===== config.mk =====
export PLATFORM = sky130hd
export DESIGN_NAME = id_ex_stage
export DESIGN_NICKNAME = d
export VERILOG_FILES = /design/src/rtl/core_pkg.sv /design/src/rtl/fwd_mux.sv /design/src/rtl/id_ex_stage.sv
export SDC_FILE = /design/constraint.sdc
export NUM_CORES = 1
export LEC_CHECK = 0
export BUFFER_PORTS_ARGS = -buffer_cell sky130_fd_sc_hd__clkbuf_2
export CAP_MARGIN = 5
export CORE_ASPECT_RATIO = 0.6
export CORE_UTILIZATION = 35
export CTS_BUF_LIST = sky130_fd_sc_hd__clkbuf_4 sky130_fd_sc_hd__clkbuf_8
export CTS_CLUSTER_DIAMETER = 40
export DETAILED_ROUTE_END_ITERATION = 8
export GPL_ROUTABILITY_DRIVEN = 0
export PLACE_DENSITY = 0.64
export SLEW_MARGIN = 30
export SYNTH_ARGS = -nofsm -noshare
export SYNTH_HDL_FRONTEND = slang
export SYNTH_SLANG_ARGS = --single-unit

===== constraint.sdc =====
create_clock -name clk -period 4.1 [get_ports clk]
set_input_delay 0.205 -clock clk [delete_from_list [all_inputs] [get_ports clk]]
set_output_delay 0.205 -clock clk [all_outputs]
set_load 0.05 [all_outputs]

===== src/rtl/core_pkg.sv =====
// Shared core encodings: ALU opcodes, operand-select values and forwarding helpers.
package core_pkg;

  typedef enum logic [3:0] {
    ALU_ADD  = 4'd0,
    ALU_SUB  = 4'd1,
    ALU_AND  = 4'd2,
    ALU_OR   = 4'd3,
    ALU_XOR  = 4'd4,
    ALU_SLL  = 4'd5,
    ALU_SRL  = 4'd6,
    ALU_SRA  = 4'd7,
    ALU_SLT  = 4'd8,
    ALU_SLTU = 4'd9
  } alu_opcode_e;

  localparam logic OP_A_RS1 = 1'b0;
  localparam logic OP_A_PC  = 1'b1;
  localparam logic OP_B_RS2 = 1'b0;
  localparam logic OP_B_IMM = 1'b1;

  // x0 is hard-wired zero, so a producer targeting it never supplies a value.
  function automatic logic fwd_hit(input logic we, input logic [4:0] rd, input logic [4:0] rs);
    return we && (rd == rs) && (rs != 5'd0);
  endfunction

endpackage


===== src/rtl/fwd_mux.sv =====
// Per-operand forwarding select: EX > MEM > WB > register file, index 0 never forwarded.
module fwd_mux
  import core_pkg::*;
#(
  parameter bit FWD_EN = 1'b1
) (
  input  logic [4:0]  i_src_addr,
  input  logic [31:0] i_rf_dat,
  input  logic        i_ex_vld,
  input  logic [4:0]  i_ex_addr,
  input  logic [31:0] i_ex_dat,
  input  logic        i_mem_we,
  input  logic [4:0]  i_mem_addr,
  input  logic [31:0] i_mem_dat,
  input  logic        i_wb_we,
  input  logic [4:0]  i_wb_addr,
  input  logic [31:0] i_wb_dat,
  output logic [31:0] o_dat
);

  logic w_ex_hit;
  logic w_mem_hit;
  logic w_wb_hit;

  assign w_ex_hit  = fwd_hit(i_ex_vld, i_ex_addr, i_src_addr);
  assign w_mem_hit = fwd_hit(i_mem_we, i_mem_addr, i_src_addr);
  assign w_wb_hit  = fwd_hit(i_wb_we, i_wb_addr, i_src_addr);

  always_comb begin
    o_dat = i_rf_dat;
    if (FWD_EN) begin
      if (w_ex_hit)       o_dat = i_ex_dat;
      else if (w_mem_hit) o_dat = i_mem_dat;
      else if (w_wb_hit)  o_dat = i_wb_dat;
    end
  end

endmodule


===== src/rtl/id_ex_stage.sv =====
// ID/EX pipeline register: forwards operands at capture, inserts load-use bubbles, honours flush.
// One-cycle latency; holds steady while ex_ready_ip is low.
module id_ex_stage
  import core_pkg::*;
#(
  parameter bit FWD_EN = 1'b1
) (
  input  logic        clk,
  input  logic        reset,
  input  logic        dec_valid_ip,
  output logic        dec_ready_op,
  input  alu_opcode_e dec_alu_operator_ip,
  input  logic [4:0]  dec_rs1_addr_ip,
  input  logic [4:0]  dec_rs2_addr_ip,
  input  logic [4:0]  dec_rd_addr_ip,
  input  logic [31:0] dec_rs1_data_ip,
  input  logic [31:0] dec_rs2_data_ip,
  input  logic [31:0] dec_imm_ip,
  input  logic [31:0] dec_pc_ip,
  input  logic        dec_op_a_sel_ip,
  input  logic        dec_op_b_sel_ip,
  input  logic        dec_rd_we_ip,
  input  logic        dec_is_load_ip,
  input  logic [31:0] alu_result_ip,
  input  logic        mem_rd_we_ip,
  input  logic [4:0]  mem_rd_addr_ip,
  input  logic [31:0] mem_result_ip,
  input  logic        wb_rd_we_ip,
  input  logic [4:0]  wb_rd_addr_ip,
  input  logic [31:0] wb_result_ip,
  input  logic        ex_ready_ip,
  input  logic        flush_ip,
  output logic        alu_enable_op,
  output alu_opcode_e alu_operator_op,
  output logic [31:0] alu_operand_a_op,
  output logic [31:0] alu_operand_b_op,
  output logic [4:0]  ex_rd_addr_op,
  output logic        ex_rd_we_op,
  output logic        ex_is_load_op,
  output logic [15:0] stall_cnt_op
);

  logic        r_vld;
  alu_opcode_e r_op;
  logic [31:0] r_opa;
  logic [31:0] r_opb;
  logic [4:0]  r_rd;
  logic        r_rd_we;
  logic        r_ld;
  logic [15:0] r_stall;

  logic        w_ex_fwd_vld;
  logic        w_load_use;
  logic        w_capture;
  logic [31:0] w_rs1_fwd;
  logic [31:0] w_rs2_fwd;
  logic [31:0] w_opa;
  logic [31:0] w_opb;

  // A held load has no result yet, so it can never be an EX forwarding source.
  assign w_ex_fwd_vld = r_vld & r_rd_we & ~r_ld;

  assign w_load_use = r_vld & r_ld & (r_rd != 5'd0) &
                      (((dec_op_a_sel_ip == OP_A_RS1) & (r_rd == dec_rs1_addr_ip)) |
                       ((dec_op_b_sel_ip == OP_B_RS2) & (r_rd == dec_rs2_addr_ip)));

  assign dec_ready_op = (~r_vld | ex_ready_ip) & ~w_load_use;
  assign w_capture    = dec_valid_ip & dec_ready_op;

  fwd_mux #(.FWD_EN(FWD_EN)) u_fwd_rs1 (
    .i_src_addr (dec_rs1_addr_ip),
    .i_rf_dat   (dec_rs1_data_ip),
    .i_ex_vld   (w_ex_fwd_vld),
    .i_ex_addr  (r_rd),
    .i_ex_dat   (alu_result_ip),
    .i_mem_we   (mem_rd_we_ip),
    .i_mem_addr (mem_rd_addr_ip),
    .i_mem_dat  (mem_result_ip),
    .i_wb_we    (wb_rd_we_ip),
    .i_wb_addr  (wb_rd_addr_ip),
    .i_wb_dat   (wb_result_ip),
    .o_dat      (w_rs1_fwd)
  );

  fwd_mux #(.FWD_EN(FWD_EN)) u_fwd_rs2 (
    .i_src_addr (dec_rs2_addr_ip),
    .i_rf_dat   (dec_rs2_data_ip),
    .i_ex_vld   (w_ex_fwd_vld),
    .i_ex_addr  (r_rd),
    .i_ex_dat   (alu_result_ip),
    .i_mem_we   (mem_rd_we_ip),
    .i_mem_addr (mem_rd_addr_ip),
    .i_mem_dat  (mem_result_ip),
    .i_wb_we    (wb_rd_we_ip),
    .i_wb_addr  (wb_rd_addr_ip),
    .i_wb_dat   (wb_result_ip),
    .o_dat      (w_rs2_fwd)
  );

  assign w_opa = (dec_op_a_sel_ip == OP_A_PC)  ? dec_pc_ip  : w_rs1_fwd;
  assign w_opb = (dec_op_b_sel_ip == OP_B_IMM) ? dec_imm_ip : w_rs2_fwd;

  always_ff @(posedge clk or negedge reset) begin
    if (!reset) begin
      r_vld   <= 1'b0;
      r_op    <= ALU_ADD;
      r_opa   <= 32'd0;
      r_opb   <= 32'd0;
      r_rd    <= 5'd0;
      r_rd_we <= 1'b0;
      r_ld    <= 1'b0;
      r_stall <= 16'd0;
    end else if (flush_ip) begin
      r_vld   <= 1'b0;
      r_rd_we <= 1'b0;
    end else if (w_capture) begin
      r_vld   <= 1'b1;
      r_op    <= dec_alu_operator_ip;
      r_opa   <= w_opa;
      r_opb   <= w_opb;
      r_rd    <= dec_rd_addr_ip;
      r_rd_we <= dec_rd_we_ip;
      r_ld    <= dec_is_load_ip;
    end else if (w_load_use && ex_ready_ip) begin
      r_vld   <= 1'b0;
      r_rd_we <= 1'b0;
      // Only count a bubble when a consumer was actually waiting behind the load.
      if (dec_valid_ip && (r_stall != 16'hFFFF)) r_stall <= r_stall + 16'd1;
    end else if (ex_ready_ip) begin
      r_vld   <= 1'b0;
      r_rd_we <= 1'b0;
    end
  end

  assign alu_enable_op    = r_vld;
  assign alu_operator_op  = r_op;
  assign alu_operand_a_op = r_opa;
  assign alu_operand_b_op = r_opb;
  assign ex_rd_addr_op    = r_rd;
  assign ex_rd_we_op      = r_rd_we;
  assign ex_is_load_op    = r_ld;
  assign stall_cnt_op     = r_stall;

endmodule


Yosys cells after proc, flatten, opt, wreduce, memory -nomap -nowiden
Index checks and enable logic that the tools add are counted.

Flip-flop bits (word level): 92. Latch bits: 0. RAM bits: 0. Memory bits (read-only): 0. Bits of input ports: 264. Output and inout bits: 93. Memories kept: 0.

Add/sub/neg operators: 1. Multiply operators: 0. Div/mod/pow operators: 0. $lt $le $gt $ge: 0. Equal/unequal tests: 7. Shift-type cells: 0. Muxes and demuxes: 14. Bitwise gates (word level): 18. Reductions and logical operators: 20.

Operator list (count): $mux 32 (8); $eq 5x5->1 (6); $add 16x1->16 const B (1); $ne 16x16->1 const B (1); $reduce_bool 5->1 (3); $logic_and 1x1->1 (14); $and 1x1->1 (9); $not 1->1 (7); $mux 1 (6); $reduce_and 4->1 (1); $reduce_bool 4->1 (1); $or 1x1->1 (2); $reduce_and 2->1 (1).

Depth between registers and ports, before layout
Depth in word-level cells: 9. Mapped depth: 9.

By module
Synthesis repeated with hierarchy kept, for this count alone.

Cell total of the unflattened synthesis: 798. Area, all modules: 7444.6 sq um.

By module, submodules not included: id_ex_stage (times used 1, cells each 414, area an instance 4709.5 sq um, seq. area each 2302.2 sq um); fwd_mux (times used 2, cells each 192, area an instance 1367.6 sq um, seq. area each 0.0 sq um).

Least setup slack after synthesis
Ideal clock, no wire load.

Path type: register to register. Start: reg r_rd[2], in the netlist ex_rd_addr_op[2]. End: reg r_opb[16], in the netlist alu_operand_b_op[16]. Setup time: 137 ps. Data arrival time: 2207 ps. Data required time: 3963 ps. Path slack: 1756 ps. Cell stages (with the launch flop): 8. Buffers on the path: 2. Clock period less this slack: 2344 ps. Cells stage by stage: dfrtp_1 -> xnor2_1 -> nand3_1 -> o32a_1 -> o2111ai_2 -> buf_2 -> clkbuf_1 -> o31ai_1.

Word-level cells in the longest chain between the ends: 8. Elaborated cells on any way between the ends: 16. Classes of those cells: eq/ne: 2; mux: 2; bitwise: 8; reduce/logical: 4.

Ends and longest elaborated chain: start: declaration (line id_ex_stage.sv:47) `logic [4:0] r_rd;`; start signal: assignment (line id_ex_stage.sv:121) `r_rd <= dec_rd_addr_ip;`; $eq 5x5->1 (on tied branches) (line id_ex_stage.sv:64, core_pkg.sv:24, id_ex_stage.sv:65); $and 1x1->1 (on tied branches) (line id_ex_stage.sv:64, id_ex_stage.sv:65); $or 1x1->1 (line id_ex_stage.sv:64) `(((dec_op_a_sel_ip == OP_A_RS1) & (r_rd == dec_rs1_addr_ip)) |`; $and 1x1->1 (line id_ex_stage.sv:63) `assign w_load_use = r_vld & r_ld & (r_rd != 5'd0) &`; $not 1->1 (line id_ex_stage.sv:67) `assign dec_ready_op = (~r_vld | ex_ready_ip) & ~w_load_use;`; $and 1x1->1 (line id_ex_stage.sv:67); $and 1x1->1 (line id_ex_stage.sv:68) `assign w_capture = dec_valid_ip & dec_ready_op;`; $reduce_and 2->1 (no line); end signal: assignment (line id_ex_stage.sv:120) `r_opb <= w_opb;`; end: declaration (line id_ex_stage.sv:46) `logic [31:0] r_opb;`.

Parallel ways exist; a longest one is shown, timed or not. A chain may end at the register's enable or synchronous reset.

Worst setup path in the final report
Start: reg r_rd[2], in the netlist ex_rd_addr_op[2]. End: reg r_stall[1], in the netlist stall_cnt_op[1].

Word-level cells in the longest chain between the ends: 9. Elaborated cells on any way between the ends: 14. Classes of those cells: eq/ne: 2; bitwise: 9; reduce/logical: 3.

Ends and longest elaborated chain: $eq 5x5->1 (on tied branches) (line id_ex_stage.sv:64, id_ex_stage.sv:65); $and 1x1->1 (on tied branches) (line id_ex_stage.sv:64, id_ex_stage.sv:65); $or 1x1->1 (line id_ex_stage.sv:64); $and 1x1->1 * (line id_ex_stage.sv:63); $not 1->1 (line id_ex_stage.sv:67); $and 1x1->1 (line id_ex_stage.sv:67); $and 1x1->1 (line id_ex_stage.sv:68); $not 1->1 (no line); $reduce_and 4->1 (no line) *; end signal: assignment (line id_ex_stage.sv:128) `if (dec_valid_ip && (r_stall != 16'hFFFF)) r_stall <= r_stall + 16'd1;`; end: declaration (line id_ex_stage.sv:50) `logic [15:0] r_stall;`.

Mark *: on every way between the ends. The rest lies on a longest branch, timed or not.

==> out/results.tsv <==
stage	metric	value	unit
floorplan	DIE HEIGHT	109.5	um
power	leakage	4.455	nW
global_route	initial antenna violation count	1	
floorplan	Starting Density	36.55	%
clocking	CTS clk-pin slew, worst paths	0.11	ns
setup_path	Worst path max stage delay	0.78	ns
timing	Setup Skew	0.01975	ns
power	Sequential Power Share	37.1	%
power	Pwr per Cell Area	343.0	mW/mm2
power	P_sw	1.378	mW
placed_design	port buffer count	356	
global_route	largest net degree at the start of global routing	71	
setup_path	critical path data arrival time	3.07	ns
timing	worst slew pin tran	1.044	ns
floorplan	die area	0.01984	mm2
clocking	total setup buffers inserted after CTS	0	
setup_path	Worst setup SP type	flop	
timing	Worst slew margin	30.24	%
placed_design	area post-placement	0.008613	mm2
global_route	total track usage	29.81	%
yosys	Post-Synthesis Cells	815	
power	power share of the clock group	20.7	%
yosys	synth top area cells	dfrtp_1 34%, a221oi_1 7.5%, nor2_1 7.5%	
detailed_routing	DRC viols	0	
detailed_routing	drt total wl	30060	um
setup_path	CP max stage cell	nor3_2	
layout	final cell area excluding filler cells	0.008881	mm2
global_route	vias in the first global route	7289	
detailed_routing	WL per Instance	22.02	um
yosys	register area share after synthesis	34.14	%
timing	RSZ-0062 raised after global routing	no	
timing	Setup WS post-layout	1.342	ns
floorplan	area of the core	0.01845	mm2
power	peak supply drop	0.1789	mV
setup_path	crit-path max FO	15	
detailed_routing	via count	7831	
floorplan	FP Rows	38	
yosys	Post-synth EDFFs	0	
clocking	CTS Sinks	92	
yosys	synthesized area per cell	8.273	um2
yosys	Post-Syn Area	0.006743	mm2
layout	register area	0.002302	mm2
layout	synth-to-layout area growth	31.71	%
yosys	synth unique cells	48	
status	outcome	complete, no violations	
timing	Achievable Freq	362.6	MHz
yosys	fraction of registers with async set/reset	100.0	%
floorplan	io pins	357	
setup_path	CP required	4.41	ns
placed_design	Place WS	1.149	ns
power	Int Pwr	1.668	mW
power	sw frac	45.24	%
layout	layout cell share with drive strength beyond 1	38.43	%
clocking	clk_lat worst skew	0.42	ns
layout	Layout fillers	1864	
global_route	grt ovf	0	
yosys	Primary FF master, synth	dfrtp_1	
clocking	CTS buffer count	9	
yosys	Synth area leader	dfrtp_1	
run	Max Cap Viol	0	
floorplan	Die Width	181.2	um
clocking	H-tree depth	3	
timing	pins over their slew limit	0	
yosys	Post-synth top cells	134 x nor2_1, 92 x dfrtp_1, 69 x nand2_1	
layout	multi-input logic area	0.003989	mm2
yosys	most common cell in the netlist	nor2_1	
timing	period utilization	67.26	%
timing	final hold vios	0	
timing	setup tns final	0	ns
detailed_routing	DR iter-0 viols	559	
clocking	CTS tree	done	
power	Gate power share	42.3	%
clocking	clock tree buffer depth	2	
hold_path	worst hold-check path type	in2reg	
timing	Final Critical Period	2.758	ns
layout	Nets	1384	
yosys	synthesis warning total	0	
detailed_routing	drt first pass iters	5	
yosys	Synth top area share	34.14	%
clocking	CTS root buf	clkbuf_8	
placed_design	post-DP HPWL	21310	um
setup_path	cell breakdown of the critical path	xnor2_1 -> nand3_1 -> o32a_1 -> nor3_2 -> nand2_1 -> mux2_2	
yosys	Mapped Nets	1080	
timing	# setup viols final	0	
setup_path	crit end category	flop	
detailed_routing	number of routed nets with antenna violations	0	
global_route	global-route wire length before repair	44390	um
yosys	Seq cells post-synth	92	
detailed_routing	Vias/cell	5.737	
setup_path	Setup Crit Path Kind	reg2reg	
-- flip-flops by register name, summed over array words and instances (netlist names) --
register and flops:
ex_rd_addr_op 5, stall_cnt_op 16, alu_operand_a_op 32, ex_rd_we_op 1, alu_operand_b_op 32, alu_operator_op 4, ex_is_load_op 1, alu_enable_op 1
-- cells by family after synthesis --
logic type | Yosys count | synth area share (%)
buffers and inverters | 115 | 7.905
multiplexers | 12 | 1.986
AO/OA/AOI/OAI | 296 | 33.48
XOR/XNOR | 45 | 5.845
AND/OR/NAND/NOR | 254 | 16.46
flip-flops | 92 | 34.14
adder cells (fa/ha/maj) | 1 | 0.1855
-- path summary, 6_finish.rpt --
path / from / endpoint / slack (ns) / cells after the start
max: ex_rd_addr_op[2] / stall_cnt_op[1] / 1.34 / 6
min: dec_alu_operator_ip[0] / alu_operator_op[0] / 0.02 / 2
max reg2reg: ex_rd_addr_op[2] / stall_cnt_op[1] / 1.34 / 6
min reg2reg: alu_operand_b_op[8] / alu_operand_b_op[8] / 0.49 / 2
max in group asynchronous: reset / alu_operand_b_op[6] / 2.64 / 3
min in group asynchronous: reset / alu_operand_b_op[23] / 0.39 / 2
-- worst max-delay path: cells and delay by family, from the launching register on --
kind	cells	cell delay [ns]
muxes	1	0.33
DFF	1	0.47
xor gates and xnor gates	1	0.20
and+or+nand+nor	3	1.18
AOI/OAI and AO/OA	1	0.47
-- layer usage --
layer  vias up  GRT usage (%)  share of wire (%)
li1       3602              -                  -
met1      3705          40.88                 44
met2       470          44.97                 43
met3        54          8.314                 11
met4         0          10.41                2.5
met5         -              0                  0
-- power by group through the flow --
stage	clock network (mW)	logic (mW)	registers (mW)
CTS	0.641	1.28	1.13
global placement	0	1.27	1.14
finish	0.629	1.29	1.13
floorplan	0	0.388	1.59
global route	0.675	1.36	1.14
detailed placement	0	1.28	1.14
-- cell usage in the layout, fill, tap and decap left out, types with 33 or more instances in the layout --
cell type / n
clkbuf_2: 355
nor2_1: 130
dfrtp_1: 92
nand2_1: 69
a21oi_1: 64
a221oi_1: 58
o31ai_1: 52
xnor2_1: 41
o21a_1: 33
inv_1: 33
-- metrics by stage --
stage / utilization (%) / hold WS (ns) / instances / power [mW]
2_1_floorplan: - / -0.09059 / 815 / 1.982
3_3_place_gp: 46.69 / 0.3084 / 1343 / 2.414
3_5_place_dp: 46.69 / 0.3162 / 1343 / 2.420
4_1_cts: 47.83 / 0.002058 / 1362 / 3.050
5_1_grt: 48.13 / 0.001721 / 1364 / 3.178
6_report: 48.14 / 0.01659 / 1365 / 3.046
-- timing repair --
item	CTS	global route
hold endpoints to repair	57	0
resized for setup	0	0
hold buffers	3	0
-- cell type report --
class	instances	area share [%]
Inverter	34	1.437
Multi-Input combinational cell	608	44.91
Sequential cell	92	25.92
Tap cell	240	3.381
Timing Repair Buffer	374	22.29
Clock buffer	10	1.479
Clock inverter	6	0.5495
Antenna cell	1	0.02818
(Power assumes the default switching activity.)
